`config.mk`:
```
export PLATFORM = sky130hd
export DESIGN_NAME = icache_flat
export DESIGN_NICKNAME = d
export VERILOG_FILES = /design/src/rtl/icache_if.sv /design/src/rtl/icache.sv /design/src/flat_wrapper.sv
export SDC_FILE = /design/constraint.sdc
export NUM_CORES = 1
export LEC_CHECK = 0
export ABC_AREA = 1
export CORE_UTILIZATION = 45
export DETAILED_ROUTE_END_ITERATION = 10
export HOLD_SLACK_MARGIN = 0.02
export PLACE_DENSITY = 0.59
export SYNTH_ARGS = -nofsm -noshare
export SYNTH_HDL_FRONTEND = slang
export SYNTH_SLANG_ARGS = --single-unit
```
`constraint.sdc`:
```
create_clock -name CLK -period 10.1 [get_ports CLK]
set_input_delay 1.01 -clock CLK [delete_from_list [all_inputs] [get_ports CLK]]
set_output_delay 1.01 -clock CLK [all_outputs]
set_load 0.1 [all_outputs]
```
`src/rtl/icache_if.sv`:
```
// Fetch-side and memory-side signals of the instruction cache.
// Valid/ready: a fetch is served in any cycle with imemREN && ihit; a memory beat completes in any cycle with iREN && !iwait.
interface icache_if;
  logic        imemREN;
  logic [31:0] imemaddr;
  logic        ihit;
  logic [31:0] imemload;
  logic        iREN;
  logic [31:0] iaddr;
  logic        iwait;
  logic [31:0] iload;

  modport slave (
    input  imemREN, imemaddr, iwait, iload,
    output ihit, imemload, iREN, iaddr
  );

  modport master (
    output imemREN, imemaddr, iwait, iload,
    input  ihit, imemload, iREN, iaddr
  );
endinterface

```
`src/rtl/icache.sv`:
```
// Direct-mapped read-only instruction cache with a two-beat block refill.
// Optional hit/miss statistics counters are enabled with `define ICACHE_STATS_EN.
module icache #(
    parameter int SETS = 16
) (
    input  logic        CLK,
    input  logic        RST,
    input  logic        flush,
    icache_if.slave     bus,
    output logic [31:0] hit_count,
    output logic [31:0] miss_count,
    output logic [1:0]  state_dbg_o
);
    localparam int IDX_W = $clog2(SETS);
    localparam int TAG_W = 29 - IDX_W;

    typedef enum logic [1:0] {IDLE = 2'd0, FILL0 = 2'd1, FILL1 = 2'd2} state_t;

    state_t             state_q;
    logic [TAG_W-1:0]   ltag_q;
    logic [IDX_W-1:0]   lidx_q;
    logic [31:0]        word0_q;
    logic               iren_q;
    logic [31:0]        iaddr_q;
    logic [SETS-1:0]    valid_q;
    logic [TAG_W-1:0]   tag_q [SETS];
    logic [31:0]        w0_q  [SETS];
    logic [31:0]        w1_q  [SETS];

    logic [IDX_W-1:0]   addr_idx;
    logic [TAG_W-1:0]   addr_tag;
    logic               addr_blk;
    logic               lookup_hit;
    logic               miss_start;
    logic               fill_done;

    assign addr_idx   = bus.imemaddr[IDX_W+2:3];
    assign addr_tag   = bus.imemaddr[31:IDX_W+3];
    assign addr_blk   = bus.imemaddr[2];
    assign lookup_hit = valid_q[addr_idx] && (tag_q[addr_idx] == addr_tag);

    assign bus.ihit     = (state_q == IDLE) && bus.imemREN && lookup_hit && !flush;
    assign bus.imemload = addr_blk ? w1_q[addr_idx] : w0_q[addr_idx];
    assign bus.iREN     = iren_q;
    assign bus.iaddr    = iaddr_q;
    assign state_dbg_o  = state_q;

    // flush beats a completing fill, so a frame is only written when neither reset nor flush is active.
    assign miss_start = (state_q == IDLE) && bus.imemREN && !lookup_hit && !flush;
    assign fill_done  = (state_q == FILL1) && !bus.iwait && !flush;

    always_ff @(posedge CLK) begin
        if (RST) begin
            state_q <= IDLE;
            valid_q <= '0;
            iren_q  <= 1'b0;
            iaddr_q <= '0;
        end else if (flush) begin
            state_q <= IDLE;
            valid_q <= '0;
            iren_q  <= 1'b0;
            iaddr_q <= '0;
        end else begin
            case (state_q)
                IDLE: begin
                    if (miss_start) begin
                        ltag_q  <= addr_tag;
                        lidx_q  <= addr_idx;
                        state_q <= FILL0;
                        iren_q  <= 1'b1;
                        iaddr_q <= {addr_tag, addr_idx, 3'b000};
                    end
                end
                FILL0: begin
                    if (!bus.iwait) begin
                        word0_q <= bus.iload;
                        state_q <= FILL1;
                        iaddr_q <= {ltag_q, lidx_q, 3'b100};
                    end
                end
                FILL1: begin
                    if (!bus.iwait) begin
                        valid_q[lidx_q] <= 1'b1;
                        state_q         <= IDLE;
                        iren_q          <= 1'b0;
                        iaddr_q         <= '0;
                    end
                end
                default: begin
                    state_q <= IDLE;
                    iren_q  <= 1'b0;
                    iaddr_q <= '0;
                end
            endcase
        end
    end

    // Tag and data arrays carry no reset; valid_q alone decides whether they mean anything.
    always_ff @(posedge CLK) begin
        if (!RST && fill_done) begin
            tag_q[lidx_q] <= ltag_q;
            w0_q[lidx_q]  <= word0_q;
            w1_q[lidx_q]  <= bus.iload;
        end
    end

`ifdef ICACHE_STATS_EN
    logic [31:0] hit_cnt_q, hit_cnt_d;
    logic [31:0] miss_cnt_q, miss_cnt_d;

    assign hit_cnt_d  = hit_cnt_q + (bus.ihit ? 32'd1 : 32'd0);
    assign miss_cnt_d = miss_cnt_q + ((miss_start && !RST) ? 32'd1 : 32'd0);

    always_ff @(posedge CLK) begin
        if (RST) begin
            hit_cnt_q  <= '0;
            miss_cnt_q <= '0;
        end else begin
            hit_cnt_q  <= hit_cnt_d;
            miss_cnt_q <= miss_cnt_d;
        end
    end

    assign hit_count  = hit_cnt_q;
    assign miss_count = miss_cnt_q;
`else
    assign hit_count  = '0;
    assign miss_count = '0;
`endif

endmodule

```
`src/flat_wrapper.sv`:
```
// flat-port wrapper written by rule: the top's interface ports become plain ports
module icache_flat 
#(
    parameter int SETS = 16
)
  (CLK, RST, flush, hit_count, miss_count, state_dbg_o, bus_imemREN, bus_imemaddr, bus_iwait, bus_iload, bus_ihit, bus_imemload, bus_iREN, bus_iaddr);
  icache_if bus_i ();
  input  logic CLK;
  input  logic RST;
  input  logic flush;
  output logic [31:0] hit_count;
  output logic [31:0] miss_count;
  output logic [1:0] state_dbg_o;
  input wire logic [$bits(bus_i.imemREN)-1:0] bus_imemREN;
  input wire logic [$bits(bus_i.imemaddr)-1:0] bus_imemaddr;
  input wire logic [$bits(bus_i.iwait)-1:0] bus_iwait;
  input wire logic [$bits(bus_i.iload)-1:0] bus_iload;
  output wire logic [$bits(bus_i.ihit)-1:0] bus_ihit;
  output wire logic [$bits(bus_i.imemload)-1:0] bus_imemload;
  output wire logic [$bits(bus_i.iREN)-1:0] bus_iREN;
  output wire logic [$bits(bus_i.iaddr)-1:0] bus_iaddr;
  assign bus_i.imemREN = bus_imemREN;
  assign bus_i.imemaddr = bus_imemaddr;
  assign bus_i.iwait = bus_iwait;
  assign bus_i.iload = bus_iload;
  assign bus_ihit = bus_i.ihit;
  assign bus_imemload = bus_i.imemload;
  assign bus_iREN = bus_i.iREN;
  assign bus_iaddr = bus_i.iaddr;
  icache #(.SETS(SETS)) u_core (.CLK(CLK), .RST(RST), .flush(flush), .bus(bus_i), .hit_count(hit_count), .miss_count(miss_count), .state_dbg_o(state_dbg_o));
endmodule
```
==> impl_metrics.sql <==
INSERT INTO impl_metrics (metric_group, metric, value, unit) VALUES
('critical_path', 'slowest_delay', '1210', 'ps'),
('sta', 'finalWorstPathRequiredPeriod', '7090', 'ps'),
('power', 'clock_power_share', '40.8', '%'),
('synth', 'ys_dominant_reg_cell', 'edfxtp_1', ''),
('sta', 'setup_viol', '0', ''),
('sta', 'final.period_utilization', '70.2', '%'),
('clock_tree', 'clock_latency_on_the_worst_skew_pair', '790', 'ps'),
('global_routing', 'overflow', '0', ''),
('sta', 'worstMarginPinSlew', '1210', 'ps'),
('layout', 'multi_input_area', '13300', 'um2'),
('global_routing', 'grt_pass1_wl', '242000', 'um'),
('synth', 'yosys.cell_types.count', '30', ''),
('synth', 'synth_warnings', '0', ''),
('critical_path', 'endpoint_kind', 'output pin', ''),
('synth', 'synth_top_area_share', '72.5', '%'),
('layout', 'layout.filler_cells', '11600', ''),
('global_routing', 'grt_pass1_vias', '36600', ''),
('placed_design', 'place.gp.congestion', '0.790', ''),
('global_routing', 'pin_count_of_the_biggest_net_entering_global_routing', '252', ''),
('synth', 'post_synth.cell_area_avg', '12.5', 'um2'),
('floorplan', 'initial_utilization', '45.4', '%'),
('sta', 'final-max-slew-violation-count', '0', ''),
('floorplan', 'core.rowCount', '135', ''),
('power', 'share_seq_of_total_power', '52.2', '%'),
('clock_tree', 'cts_buffer_depth', '3', ''),
('layout', 'stdcell_count', '6875', ''),
('power', 'power.net_switching', '0.00310', 'W'),
('critical_path', 'criticalPathCategory', 'primary input to output pin', ''),
('clock_tree', 'cts_tree', 'yes', ''),
('floorplan', 'coreArea', '135000', 'um2'),
('critical_path', 'critPathMaxFanout', '96', ''),
('floorplan', 'fp.dieW', '372', 'um'),
('worst_hold_path', 'hp-class', 'register to register', ''),
('layout', 'area.growth.synth_to_final', '12.1', '%'),
('placed_design', 'placement.io_buffers', '132', ''),
('critical_path', 'critical_path_required', '9090', 'ps'),
('power', 'swShare', '23.3', '%'),
('floorplan', 'design.die.area', '138000', 'um2'),
('route', 'drt-vias-per-instance', '5.66', ''),
('clock_tree', 'htreeDepth', '4', ''),
('sta', 'slew_headroom', '19.3', '%'),
('layout', 'final_area', '68900', 'um2'),
('power', 'report.power.total', '0.0133', 'W'),
('power', 'power.static_leakage', '23.4', 'nW'),
('global_routing', 'antenna_found_initial', '13', ''),
('synth', 'synth_area_leaders', 'edfxtp_1 (73%), o21ai_0 (4.8%), nand2_1 (4.3%), nor2_1 (4.2%), o221ai_1 (2.7%)', ''),
('critical_path', 'r2r_start', 'u_core.bus.iaddr[2]', ''),
('power', 'comb_power_share', '7.1', '%'),
('layout', 'layout.area.seq', '45600', 'um2'),
('route', 'route.antenna.remaining_nets', '0', ''),
('synth', 'yosys.cell_count.top_type', 'edfxtp_1', ''),
('critical_path', 'crit_path_cell_trace', 'buf_8, buf_4, buf_4, nand2_1, nand2_1, nand2_1, nand3_1, nand3_1, nand3_1, nand2_1, nor2_1, nand2_1, nor2_1, nand2_1, nor3_1, clkdlybuf4s50_1', ''),
('synth', 'netlist_instances', '4937', ''),
('placed_design', 'detailed_place.area', '64100', 'um2'),
('route', 'drt_drc_violations_left', '0', ''),
('sta', 'max_freq', '0.141', 'GHz'),
('synth', 'synth-seq-cells', '1533', ''),
('clock_tree', 'cts-buffers-inserted', '155', ''),
('layout', 'fin_nets', '5035', ''),
('power', 'powerDensity', '193', 'nW/um2'),
('route', 'wire_per_inst', '24.1', 'um'),
('layout', 'drive_gt1_share', '5.91', '%'),
('sta', 'finClkSkew', '24.8', 'ps'),
('critical_path', 'crit_path_top_delay_cell', 'clkdlybuf4s50_1', ''),
('power', 'intPower', '0.0102', 'W'),
('clock_tree', 'clock-sinks', '1533', ''),
('flow_run', 'drv.max_cap_violation_count', '0', ''),
('power', 'vdd_ir_max', '0.159', 'mV'),
('floorplan', 'floorplan.die.height', '372', 'um'),
('outcome', 'status', 'complete, no violations', ''),
('clock_tree', 'post-cts-setup-buffer-count', '0', '');
final timing paths:
check	end	depth (start not counted)	slack, ps
setup / recovery	bus_ihit	16	3010
hold / removal	u_core.valid_q[14]	2	470
setup reg to reg	u_core.w1_q[10][8]	6	6050
hold reg to reg	u_core.valid_q[14]	2	470
power by group through the flow:
stage,registers [W],clock network [W],logic (W)
after CTS,0.00695,0.00552,0.000944
final,0.00695,0.00543,0.000942
after global placement,0.00708,0,0.000936
after global routing,0.00695,0.00575,0.00101
after detailed placement,0.00708,0,0.000940
after floorplan,0.00712,0,0.000642
layout by cell type, fill, tap and decap left out, types with 5 or more instances in the layout:
cell | Yosys | layout
dfxtp_1 | 48 | 48
edfxtp_1 | 1485 | 1485
clkinv_2 | 0 | 20
clkbuf_16 | 0 | 161
conb_1 | 1 | 66
nand3_1 | 328 | 328
nor2_4 | 0 | 18
o21ai_1 | 11 | 11
clkdlybuf4s50_1 | 0 | 127
nand4_1 | 29 | 29
o21ai_0 | 586 | 586
bufinv_16 | 0 | 6
o211ai_1 | 15 | 15
a31oi_1 | 32 | 32
inv_6 | 0 | 5
buf_4 | 86 | 62
clkbuf_1 | 234 | 44
nand2_1 | 711 | 711
inv_1 | 281 | 280
o22ai_1 | 83 | 83
o221ai_1 | 192 | 192
clkinv_1 | 6 | 45
a32oi_1 | 30 | 30
nor2_1 | 689 | 669
buf_12 | 0 | 7
cell type report:
cell class,count,share of cell area (%)
Inverter,293,1.64
Multi-Input combinational cell,2784,19.3
Tap cell,1781,3.23
Timing Repair Buffer,199,2.79
Sequential cell,1533,66.1
Clock buffer,206,6.11
Antenna cell,4,0.0145
Clock inverter,75,0.774
stage by stage:
| stage | hold slack, ps | utilization, % | setup slack (ps) |
|---|---|---|---|
| floorplan | 429 | - | 4020 |
| global placement | 445 | 47.3 | 3120 |
| detailed placement | 464 | 47.3 | 3090 |
| CTS | 478 | 50.8 | 3090 |
| global route | 498 | 50.8 | 2840 |
| finish | 472 | 50.9 | 3010 |
critical path: cells and delay by family:
kind                   cells  cell delay, ps
AND/OR/NAND/NOR           12            1650
buffers and inverters      4            3200
logic make-up after synthesis:
family / after synthesis / synth area share (%)
AO/OA/AOI/OAI: 955 / 9.44
other: 1 / 0.00610
flip-flops: 1533 / 74.1
AND/OR/NAND/NOR: 1763 / 11.6
buffers and inverters: 685 / 4.87
metal layers:
layer  track usage (%)  vias up  share of wire (%)
met3              3.62      279                6.6
met5                 0        -              0.046
met2              38.5     1370                 48
li1                  -    17800                  -
met4              7.86       12                2.8
met1              32.7    19500                 43
registers in the layout, summed over array words and instances (netlist names):
name,flops
u_core.w1_q,512
u_core.bus.iREN,1
u_core.w0_q,512
u_core.lidx_q,4
u_core.word0_q,32
u_core.bus.iaddr,30
u_core.ltag_q,25
u_core.state_dbg_o,1
u_core.tag_q,400
u_core.valid_q,16
Note: power is estimated with default switching activity, not from simulation.
